File: src/rtl/zxbus_iodec_pkg.sv
// ZXiznet ZX-bus I/O decoder: shared constants and types.
// Port map #81AB..#83AB and decoder FSM encoding.
package zxiznet_pkg;

  localparam logic [7:0] PORT_LO     = 8'hAB;
  localparam logic [5:0] PORT_HI_TOP = 6'b100000;

  localparam logic [1:0] PORT_81 = 2'b01;
  localparam logic [1:0] PORT_82 = 2'b10;
  localparam logic [1:0] PORT_83 = 2'b11;

  typedef enum logic [2:0] {
    S_IDLE    = 3'd0,
    S_WSTB    = 3'd1,
    S_WREL    = 3'd2,
    S_RD      = 3'd3,
    S_WAITEND = 3'd4
  } iodec_state_e;

  // #80AB shares the pattern but is not one of ours
  function automatic logic port_hit(
    input logic [15:0] a
  );
    return (a[7:0] == PORT_LO)
        && (a[15:10] == PORT_HI_TOP)
        && (a[9:8] != 2'b00);
  endfunction

endpackage

File: src/rtl/zxbus_iodec_if.sv
// ZXiznet ZX-bus I/O decoder: bus and port-register bundle.
// master drives the Z80 side, slave is the decoder.
interface zxbus_iodec_if;

  logic [15:0] zxa;
  logic [7:0]  zxd_in;
  logic        zxiorq_n;
  logic        zxrd_n;
  logic        zxwr_n;
  logic        zxm1_n;

  logic        zxd_oe;
  logic        wrstb_n;
  logic        wrena;
  logic [1:0]  addr;
  logic [7:0]  wrdata;

  modport master (
    output zxa, zxd_in,
    output zxiorq_n, zxrd_n,
    output zxwr_n, zxm1_n,
    input  zxd_oe, wrstb_n,
    input  wrena, addr, wrdata
  );

  modport slave (
    input  zxa, zxd_in,
    input  zxiorq_n, zxrd_n,
    input  zxwr_n, zxm1_n,
    output zxd_oe, wrstb_n,
    output wrena, addr, wrdata
  );

endinterface

File: src/rtl/zxbus_iodec_sync.sv
// ZXiznet ZX-bus I/O decoder: single-bit strobe synchroniser.
// Resets to 1 so an active-low strobe reads as inactive.
module zx_sync #(
  parameter int STAGES = 2
) (
  input  logic clk,
  input  logic rst,
  input  logic d_i,
  output logic q_o
);

  logic [STAGES-1:0] sync_q;

  always_ff @(posedge clk) begin
    if (rst) begin
      sync_q <= '1;
    end else begin
      sync_q <= {sync_q[STAGES-2:0], d_i};
    end
  end

  assign q_o = sync_q[STAGES-1];

endmodule

File: src/rtl/zxbus_iodec.sv
// ZXiznet ZX-bus I/O decoder: strobe sync, port decode,
// write-strobe generation and read output enable.
module zxbus_iodec
  import zxiznet_pkg::*;
#(
  parameter int STB_LEN     = 2,
  parameter int SYNC_STAGES = 2
) (
  input  logic          clk,
  input  logic          rst,
  zxbus_iodec_if.slave  bus
);

  localparam logic [2:0] IDLE    = S_IDLE;
  localparam logic [2:0] WSTB    = S_WSTB;
  localparam logic [2:0] WREL    = S_WREL;
  localparam logic [2:0] RD      = S_RD;
  localparam logic [2:0] WAITEND = S_WAITEND;

  localparam logic [2:0] CNT_LAST = 3'(STB_LEN - 1);

  logic iorq_s, rd_s, wr_s, m1_s;

  zx_sync #(.STAGES(SYNC_STAGES)) u_sync_iorq (
    .clk(clk), .rst(rst),
    .d_i(bus.zxiorq_n), .q_o(iorq_s)
  );
  zx_sync #(.STAGES(SYNC_STAGES)) u_sync_rd (
    .clk(clk), .rst(rst),
    .d_i(bus.zxrd_n), .q_o(rd_s)
  );
  zx_sync #(.STAGES(SYNC_STAGES)) u_sync_wr (
    .clk(clk), .rst(rst),
    .d_i(bus.zxwr_n), .q_o(wr_s)
  );
  zx_sync #(.STAGES(SYNC_STAGES)) u_sync_m1 (
    .clk(clk), .rst(rst),
    .d_i(bus.zxm1_n), .q_o(m1_s)
  );

  logic [15:0] zxa_q;
  logic [7:0]  zxd_q;
  logic [2:0]  state_q, state_d;
  logic [2:0]  cnt_q, cnt_d;
  logic        wrstb_n_q, wrstb_n_d;
  logic        wrena_q, wrena_d;
  logic        oe_q, oe_d;
  logic [1:0]  addr_q, addr_d;
  logic [7:0]  wrdata_q, wrdata_d;

  // The synchronisers read inactive right after reset; a strobe
  // still held from before reset must not start a new cycle.
  logic [SYNC_STAGES-1:0] fill_q;
  logic                   armed_q;
  logic                   live;
  logic                   bus_idle;
  logic                   qual;
  logic                   hit;

  assign live     = fill_q[SYNC_STAGES-1];
  assign bus_idle = iorq_s | (wr_s & rd_s);
  assign qual     = ~iorq_s & m1_s & armed_q;
  assign hit      = port_hit(zxa_q);

  always_comb begin
    state_d   = state_q;
    cnt_d     = cnt_q;
    wrstb_n_d = wrstb_n_q;
    wrena_d   = wrena_q;
    oe_d      = oe_q;
    addr_d    = addr_q;
    wrdata_d  = wrdata_q;
    unique case (state_q)
      IDLE: begin
        if (qual) begin
          unique case (1'b1)
            (~wr_s & ~rd_s): begin
              state_d = WAITEND;
            end
            (hit & ~wr_s & rd_s): begin
              state_d   = WSTB;
              cnt_d     = 3'd0;
              addr_d    = zxa_q[9:8];
              wrdata_d  = zxd_q;
              wrstb_n_d = 1'b0;
              wrena_d   = 1'b1;
            end
            (hit & wr_s & ~rd_s): begin
              state_d = RD;
              addr_d  = zxa_q[9:8];
              oe_d    = 1'b1;
            end
            default: ;
          endcase
        end
      end
      WSTB: begin
        if (cnt_q == CNT_LAST) begin
          state_d   = WREL;
          cnt_d     = 3'd0;
          wrstb_n_d = 1'b1;
        end else begin
          cnt_d = cnt_q + 3'd1;
        end
      end
      WREL: begin
        state_d = WAITEND;
        wrena_d = 1'b0;
      end
      RD: begin
        if (iorq_s | rd_s) begin
          state_d = IDLE;
          oe_d    = 1'b0;
        end
      end
      WAITEND: begin
        if (bus_idle) state_d = IDLE;
      end
      default: state_d = IDLE;
    endcase
  end

  always_ff @(posedge clk) begin
    if (rst) begin
      zxa_q     <= '0;
      zxd_q     <= '0;
      state_q   <= IDLE;
      cnt_q     <= '0;
      wrstb_n_q <= 1'b1;
      wrena_q   <= 1'b0;
      oe_q      <= 1'b0;
      addr_q    <= '0;
      wrdata_q  <= '0;
      fill_q    <= '0;
      armed_q   <= 1'b0;
    end else begin
      zxa_q     <= bus.zxa;
      zxd_q     <= bus.zxd_in;
      state_q   <= state_d;
      cnt_q     <= cnt_d;
      wrstb_n_q <= wrstb_n_d;
      wrena_q   <= wrena_d;
      oe_q      <= oe_d;
      addr_q    <= addr_d;
      wrdata_q  <= wrdata_d;
      fill_q    <= {fill_q[SYNC_STAGES-2:0], 1'b1};
      if (live && bus_idle) armed_q <= 1'b1;
    end
  end

  assign bus.wrstb_n = wrstb_n_q;
  assign bus.wrena   = wrena_q;
  assign bus.zxd_oe  = oe_q;
  assign bus.addr    = addr_q;
  assign bus.wrdata  = wrdata_q;

endmodule

File: src/flat_wrapper.sv
// flat-port wrapper written by rule: the top's interface ports become plain ports
module zxbus_iodec_flat import zxiznet_pkg::*;
#(
  parameter int STB_LEN     = 2,
  parameter int SYNC_STAGES = 2
)
  (clk, rst, bus_zxa, bus_zxd_in, bus_zxiorq_n, bus_zxrd_n, bus_zxwr_n, bus_zxm1_n, bus_zxd_oe, bus_wrstb_n, bus_wrena, bus_addr, bus_wrdata);
  zxbus_iodec_if bus_i ();
  input  logic clk;
  input  logic rst;
  input wire logic [$bits(bus_i.zxa)-1:0] bus_zxa;
  input wire logic [$bits(bus_i.zxd_in)-1:0] bus_zxd_in;
  input wire logic [$bits(bus_i.zxiorq_n)-1:0] bus_zxiorq_n;
  input wire logic [$bits(bus_i.zxrd_n)-1:0] bus_zxrd_n;
  input wire logic [$bits(bus_i.zxwr_n)-1:0] bus_zxwr_n;
  input wire logic [$bits(bus_i.zxm1_n)-1:0] bus_zxm1_n;
  output wire logic [$bits(bus_i.zxd_oe)-1:0] bus_zxd_oe;
  output wire logic [$bits(bus_i.wrstb_n)-1:0] bus_wrstb_n;
  output wire logic [$bits(bus_i.wrena)-1:0] bus_wrena;
  output wire logic [$bits(bus_i.addr)-1:0] bus_addr;
  output wire logic [$bits(bus_i.wrdata)-1:0] bus_wrdata;
  assign bus_i.zxa = bus_zxa;
  assign bus_i.zxd_in = bus_zxd_in;
  assign bus_i.zxiorq_n = bus_zxiorq_n;
  assign bus_i.zxrd_n = bus_zxrd_n;
  assign bus_i.zxwr_n = bus_zxwr_n;
  assign bus_i.zxm1_n = bus_zxm1_n;
  assign bus_zxd_oe = bus_i.zxd_oe;
  assign bus_wrstb_n = bus_i.wrstb_n;
  assign bus_wrena = bus_i.wrena;
  assign bus_addr = bus_i.addr;
  assign bus_wrdata = bus_i.wrdata;
  zxbus_iodec #(.STB_LEN(STB_LEN), .SYNC_STAGES(SYNC_STAGES)) u_core (.clk(clk), .rst(rst), .bus(bus_i));
endmodule
File: config.mk
export PLATFORM = sky130hd
export DESIGN_NAME = zxbus_iodec_flat
export DESIGN_NICKNAME = d
export VERILOG_FILES = /design/src/rtl/zxbus_iodec_pkg.sv /design/src/rtl/zxbus_iodec_if.sv /design/src/rtl/zxbus_iodec_sync.sv /design/src/rtl/zxbus_iodec.sv /design/src/flat_wrapper.sv
export SDC_FILE = /design/constraint.sdc
export NUM_CORES = 1
export LEC_CHECK = 0
export ABC_AREA = 0
export CAP_MARGIN = 25
export CORE_UTILIZATION = 49
export CTS_BUF_LIST = sky130_fd_sc_hd__clkbuf_4 sky130_fd_sc_hd__clkbuf_8 sky130_fd_sc_hd__clkbuf_16
export DETAILED_ROUTE_END_ITERATION = 12
export GPL_ROUTABILITY_DRIVEN = 1
export GPL_TIMING_DRIVEN = 0
export PLACE_DENSITY = 0.78
export SETUP_SLACK_MARGIN = 0.1
export SLEW_MARGIN = 20
export SYNTH_ARGS = -nofsm -noshare
export SYNTH_HDL_FRONTEND = slang
export SYNTH_SLANG_ARGS = --single-unit
export TNS_END_PERCENT = 50
File: constraint.sdc
create_clock -name clk -period 1.8 [get_ports clk]
set_input_delay 0.54 -clock clk [delete_from_list [all_inputs] [get_ports clk]]
set_output_delay 0.54 -clock clk [all_outputs]
set_load 0.02 [all_outputs]
==> impl_metrics.py, run 1 <==
metrics = {
    "status": {
        "status": "finished clean",
    },
    "power": {
        "seq_power_share_pct": 53.3,
        "p_comb_share_pct": 5.5,
        "cellPowerDensity_mw_per_mm2": 895,
        "p_leak_nw": 0.966,
        "netSwitchingFraction_pct": 18.7,
        "p_int_mw": 1.91,
        "ir_drop_mv": 0.539,
        "clock_power_share_pct": 41.2,
        "p_sw_mw": 0.440,
    },
    "timing": {
        "fin_tns_setup_ns": 0,
        "fin_skew_ns": 0.00951,
        "fin_crit_sh_pct": 88.8,
        "min_period_ns": 1.60,
        "setup_ws_ns": 0.201,
        "max_freq_mhz": 625,
        "worst_pin_slew_ns": 0.502,
        "finalSetupViolCount": 0,
        "slew_violations": 0,
        "max_slew_margin_pct": 66.5,
        "hold_viol": 0,
        "rsz0062_at_grt": "yes",
    },
    "die": {
        "core_mm2": 0.00377,
        "die_h_um": 65.8,
        "initial_utilization_pct": 52.9,
        "io_pins": 43,
        "num_rows": 22,
        "die_width_um": 65.8,
        "die_area_mm2": 0.00433,
    },
    "route": {
        "drt-wirelength-per-cell_um": 13.3,
        "drtAntennaViolNets": 0,
        "drt_first_pass_iters": 4,
        "route.detailed.drc": 0,
        "vias": 1597,
        "drt_wl_total_um": 3950,
        "viasPerCell": 5.38,
        "drtIter0Drc": 130,
    },
    "synth": {
        "synth_edf_count": 0,
        "async_flop_share_pct": 0,
        "synthXorXnorAreaFrac_pct": 0,
        "yosys_warnings": 0,
        "synth_compound_area_share_pct": 18.0,
        "ys_types": 39,
        "synth_top_family_by_area": "simple AND/OR/NAND/NOR gates",
        "synth_cells": 197,
        "synthAdderAreaFrac_pct": 0,
        "synthFlopType": "dfxtp_1",
        "synthMuxAreaShare_pct": 0,
        "syn_avg_cell_area_um2": 10.1,
        "yosys.area_share.simple_pct": 24.6,
        "netlist_area_mm2": 0.00199,
        "synth_area_leader_cell": "dfxtp_1",
        "ys_seq_area_share_pct": 54.2,
        "synth_top_area_share_pct": 54.2,
        "synth_seq_cells": 54,
        "syn_nets": 227,
        "netlist_top_cells_area": "dfxtp_1 54%, nor2b_1 8.2%, a21oi_1 5.3%",
    },
    "placement": {
        "place_ws_ns": -0.365,
        "dp_hpwl_um": 2950,
        "gp_congestion": 0.880,
        "numPortBuffers": 42,
        "placed_area_mm2": 0.00247,
    },
    "critical_path": {
        "critPathKind": "flop to flop",
        "crit_required_ns": 1.98,
        "regToRegEndpoint": "u_core.cnt_q[1]",
        "arrival_ns": 1.78,
        "r2r_cells": 5,
        "crit_fanout": 10,
        "crit_path_start": "u_core.zxa_q[2]",
        "cp-end-kind": "flop",
        "rrSetupSlack_ns": 0.20,
        "worstSetupStartpointType": "flop",
        "worstReg2RegStart": "u_core.zxa_q[2]",
    },
    "global_routing": {
        "grt_first_pass_wirelength_um": 6930,
        "grt_max_degree": 17,
        "grt.overflow.total": 0,
        "antenna_found_initial": 0,
        "grt_util_all_layers_pct": 21.6,
        "grt_pass1_vias": 1520,
    },
    "finish": {
        "fillCellCount": 296,
        "fin_area_mm2": 0.00263,
        "area_delta_synth_final_pct": 31.7,
        "num-nets-final": 278,
        "antennaDiodeCount": 0,
        "multi_input_area_um2": 858,
        "seqCellArea_mm2": 0.00108,
        "layout-drive-gt1-share_pct": 10.4,
    },
    "min_path": {
        "holdPathStages": 1,
        "holdCritStartpoint": "u_core.u_sync_rd.sync_q[0]",
        "hold_path_class": "flop to flop",
        "hold_path_end": "u_core.u_sync_rd.sync_q[1]",
    },
    "clock_tree": {
        "cts.sinks": 54,
        "cts.clk_slew.worst_paths_ns": 0.09,
        "clock_latency_ns": 0.31,
        "hold_buffers": 0,
        "root_buffer": "clkbuf_8",
        "cts_tree": "done",
        "htree_levels": 2,
        "cts_buffers": 5,
        "clk_path_buf_depth": 2,
    },
    "flow_run": {
        "cap_violations": 0,
    },
}
worst max-delay path, cell delays in order (launching register included):
cell	delay, ns
dfxtp_1	0.30
nand4b_2	0.28
or2_1	0.27
buf_2	0.19
o31ai_4	0.30
a311oi_1	0.13
layout make-up:
| cell class | count | share of cell area [%] |
|---|---|---|
| inverters | 4 | 0.571 |
| flip-flops and latches | 54 | 41.1 |
| plain buffers | 11 | 1.95 |
| repair buffers | 44 | 16.0 |
| clock inverters | 2 | 2.29 |
| multi-input cells | 128 | 32.7 |
| well taps | 48 | 2.29 |
| clock buffers | 6 | 3.14 |
timing repair:
action                                 4_1_cts  5_1_grt
setup endpoints to repair                   24       16
endpoints found under the hold margin        0        0
pin swaps                                    0        1
buffers inserted                             0        2
resized for setup                           15        4
power by group through the flow:
| stage | combinational (mW) | clock (mW) | sequential [mW] |
|---|---|---|---|
| final | 0.128 | 0.970 | 1.25 |
| after global routing | 0.142 | 1.06 | 1.26 |
| after CTS | 0.130 | 0.981 | 1.25 |
| after detailed placement | 0.129 | 0 | 1.28 |
| after global placement | 0.127 | 0 | 1.28 |
| after floorplan | 0.0544 | 0 | 1.28 |
kinds of logic (layout without fill, tap and decap cells):
kind of cell / Yosys count / after routing
DFF: 54 / 54
buffers and inverters: 15 / 67
and+or+nand+nor: 77 / 77
AOI/OAI and AO/OA: 51 / 51
worst max path at each step:
| stage | to | slack, ns | cells past startpoint |
|---|---|---|---|
| 6_report | u_core.cnt_q[1] | 0.20 | 5 |
| 3_5_place_dp | u_core.bus.wrdata[1] | -0.37 | 4 |
| 3_3_place_gp | u_core.armed_q | -0.36 | 4 |
| 4_1_cts | u_core.bus.wrdata[1] | 0.12 | 4 |
| 5_1_grt | u_core.cnt_q[1] | 0.08 | 5 |
| 2_1_floorplan | u_core.cnt_q[1] | 0.36 | 5 |
stage by stage:
stage | hold WS, ns | util, % | cells | power (mW)
after floorplan | 0.383 | - | 197 | 1.33
after global placement | 0.387 | 65.6 | 287 | 1.41
after detailed placement | 0.389 | 65.6 | 287 | 1.41
after CTS | 0.410 | 69.1 | 295 | 2.36
after global routing | 0.446 | 69.7 | 297 | 2.46
final | 0.408 | 69.7 | 297 | 2.35
cell usage in the layout, fill, tap and decap left out, drive strengths merged, types with 2 or more instances in the layout:
master         netlist  routed
o21ai                4       4
clkdlybuf4s50        0      29
a311oi               3       3
nor3                 3       3
a31oi                2       2
nand2                4       4
dfxtp               54      54
or2                  9       9
nor2b               26      26
nand4               12      12
inv                  4       4
bufinv               0       2
clkbuf               6      12
dlygate4sd2          0      13
nor2                 8       8
nand2b               3       3
buf                  5       7
a21oi               21      21
o31ai               13      13
nand3b               3       3
metal layers:
metal  routed length, µm  vias up  track usage, %  part of all wire [%]
met4                 101        0            10.1                   2.6
li1                    -      809               -                     -
met5                   0        -               0                     0
met1                1840      722            27.3                    47
met2                1780       55            33.8                    45
met3                 229       11            6.03                   5.8
sequential cells by signal (all words and copies together) (netlist names), 2 cells and up:
signal,count
u_core.u_sync_rd.sync_q,2
u_core.u_sync_m1.sync_q,2
u_core.cnt_q,3
u_core.fill_q,2
u_core.bus.addr,2
u_core.u_sync_wr.sync_q,2
u_core.state_q,3
u_core.bus.wrdata,8
u_core.u_sync_iorq.sync_q,2
u_core.zxa_q,16
u_core.zxd_q,8
synthesized netlist by cell type, types with 2 or more instances:
master,count
or2_1,9
nand2_1,4
nand3b_1,3
buf_2,3
a21oi_1,21
nand2b_1,3
nand4_1,12
o21ai_0,3
a311oi_1,3
o31ai_1,12
clkbuf_1,6
dfxtp_1,54
inv_1,4
nor3_1,3
a31oi_1,2
nor2b_1,26
nor2_1,7
Power figures use the tool's default switching activity.
==> run 2, diff against run 1 <==
Settings changed: MAX_ROUTING_LAYER from default to met4.
==> run 2 against run 1 <==
Compared with the run above: critical path type unchanged; total power hardly changed; critical endpoint unchanged; clock-buffer cell count stayed put; final area stayed put.
==> impl_metrics.py, run 2 (synthesized netlist as in run 1, its figures left out) <==
metrics = {
    "critical_path": {
        "arrival_ns": 1.78,
        "r2r_cells": 5,
        "worstSetupStartpointType": "flop",
        "crit_fanout": 10,
        "critPathKind": "flop to flop",
        "cp-end-kind": "flop",
        "crit_required_ns": 1.98,
    },
    "global_routing": {
        "antenna_found_initial": 0,
        "grt_first_pass_wirelength_um": 6910,
        "grt.overflow.total": 0,
        "grt_pass1_vias": 1528,
        "grt_util_all_layers_pct": 22.1,
        "grt_max_degree": 17,
    },
    "die": {
        "num_rows": 22,
        "die_width_um": 65.8,
        "core_mm2": 0.00377,
        "die_h_um": 65.8,
        "die_area_mm2": 0.00433,
        "initial_utilization_pct": 52.9,
        "io_pins": 43,
    },
    "min_path": {
        "holdPathStages": 1,
        "hold_path_class": "flop to flop",
    },
    "timing": {
        "slew_violations": 0,
        "rsz0062_at_grt": "yes",
        "worst_pin_slew_ns": 0.502,
        "hold_viol": 0,
        "fin_crit_sh_pct": 88.9,
        "max_freq_mhz": 625,
        "min_period_ns": 1.60,
        "fin_skew_ns": 0.00927,
        "finalSetupViolCount": 0,
        "max_slew_margin_pct": 66.5,
    },
    "finish": {
        "layout-drive-gt1-share_pct": 10.4,
        "num-nets-final": 278,
        "final_cell_mix": "54 x dfxtp_1, 29 x clkdlybuf4s50_1, 26 x nor2b_1, 21 x a21oi_1, 13 x dlygate4sd2_1",
        "largest_reg_flops": 16,
        "area_delta_synth_final_pct": 31.7,
        "antennaDiodeCount": 0,
        "final_common_cell": "dfxtp_1",
        "top_register": "u_core.zxa_q",
        "fin_cells": 297,
        "fillCellCount": 296,
    },
    "power": {
        "p_leak_nw": 0.966,
        "fin_total_pwr_mw": 2.35,
        "ir_drop_mv": 0.539,
        "cellPowerDensity_mw_per_mm2": 895,
    },
    "placement": {
        "gp_congestion": 0.894,
        "placed_cells": 287,
        "dp_hpwl_um": 2950,
        "numPortBuffers": 42,
    },
    "route": {
        "drt_wl_total_um": 3950,
        "route.detailed.drc": 0,
        "drt_first_pass_iters": 4,
        "viasPerCell": 5.37,
        "vias": 1595,
        "drtIter0Drc": 130,
        "drtAntennaViolNets": 0,
        "drt-wirelength-per-cell_um": 13.3,
    },
    "clock_tree": {
        "hold_buffers": 0,
        "root_buffer": "clkbuf_8",
        "cts.clk_slew.worst_paths_ns": 0.09,
        "htree_levels": 2,
        "clock_latency_ns": 0.31,
        "clk_path_buf_depth": 2,
        "cts_buffers": 5,
        "cts.sinks": 54,
        "cts_tree": "done",
    },
    "status": {
        "status": "finished clean",
    },
    "flow_run": {
        "cap_violations": 0,
    },
}
## run 2: cell counts in the layout (fill, tap and decap cells not counted)
Identical to the previous run, type by type.
## run 2: area by class of cell
class / count / area, µm² / share of cell area, %
flip-flops and latches: 54 / 1080 / 41.1
multi-input cells: 128 / 858 / 32.7
repair buffers: 44 / 419 / 16.0
clock buffers: 6 / 82.6 / 3.14
clock inverters: 2 / 60.1 / 2.29
well taps: 48 / 60.1 / 2.29
plain buffers: 11 / 51.3 / 1.95
inverters: 4 / 15.0 / 0.571
## run 2: final timing paths
path                               from  slack, ns                         end
max reg2reg             u_core.zxa_q[2]       0.20             u_core.cnt_q[1]
max                     u_core.zxa_q[2]       0.20             u_core.cnt_q[1]
min          u_core.u_sync_rd.sync_q[0]       0.41  u_core.u_sync_rd.sync_q[1]
min reg2reg  u_core.u_sync_rd.sync_q[0]       0.41  u_core.u_sync_rd.sync_q[1]
## run 2: routing by layer
metal	global-route usage (%)	up-vias	part of all wire, %	wire [µm]
li1	-	809	-	-
met2	33.8	53	45	1780
met5	-	-	0	0
met3	4.48	12	5.6	223
met1	27.3	721	47	1850
met4	11.7	0	2.4	95
## run 2: per-stage QoR
stage / cell area [µm²] / setup WS, ns / hold WS [ns] / setup TNS, ns / util (%)
2_1_floorplan: 1990 / 0.363 / 0.383 / 0 / -
3_3_place_gp: 2470 / -0.358 / 0.387 / -3.42 / 65.6
3_5_place_dp: 2470 / -0.365 / 0.389 / -3.45 / 65.6
4_1_cts: 2610 / 0.124 / 0.410 / 0 / 69.1
5_1_grt: 2630 / 0.0823 / 0.446 / 0 / 69.7
6_report: 2630 / 0.200 / 0.408 / 0 / 69.7
## run 2: critical path, stage by stage, from the launching register on
cell	delay [ns]
dfxtp_1	0.30
nand4b_2	0.28
or2_1	0.27
buf_2	0.20
o31ai_4	0.30
a311oi_1	0.13
## run 2: what timing repair did
item	CTS	global route
pin swaps	0	1
buffers inserted	0	2
resized for setup	15	4
setup endpoints to repair	24	16
gates cloned	0	0
## run 2: where the power goes
group          internal (mW)  switching, mW  total, mW  leakage (nW)
combinational         0.0848         0.0436      0.128         0.450
sequential              1.23         0.0190       1.25         0.445
clock                  0.593          0.378      0.971        0.0714
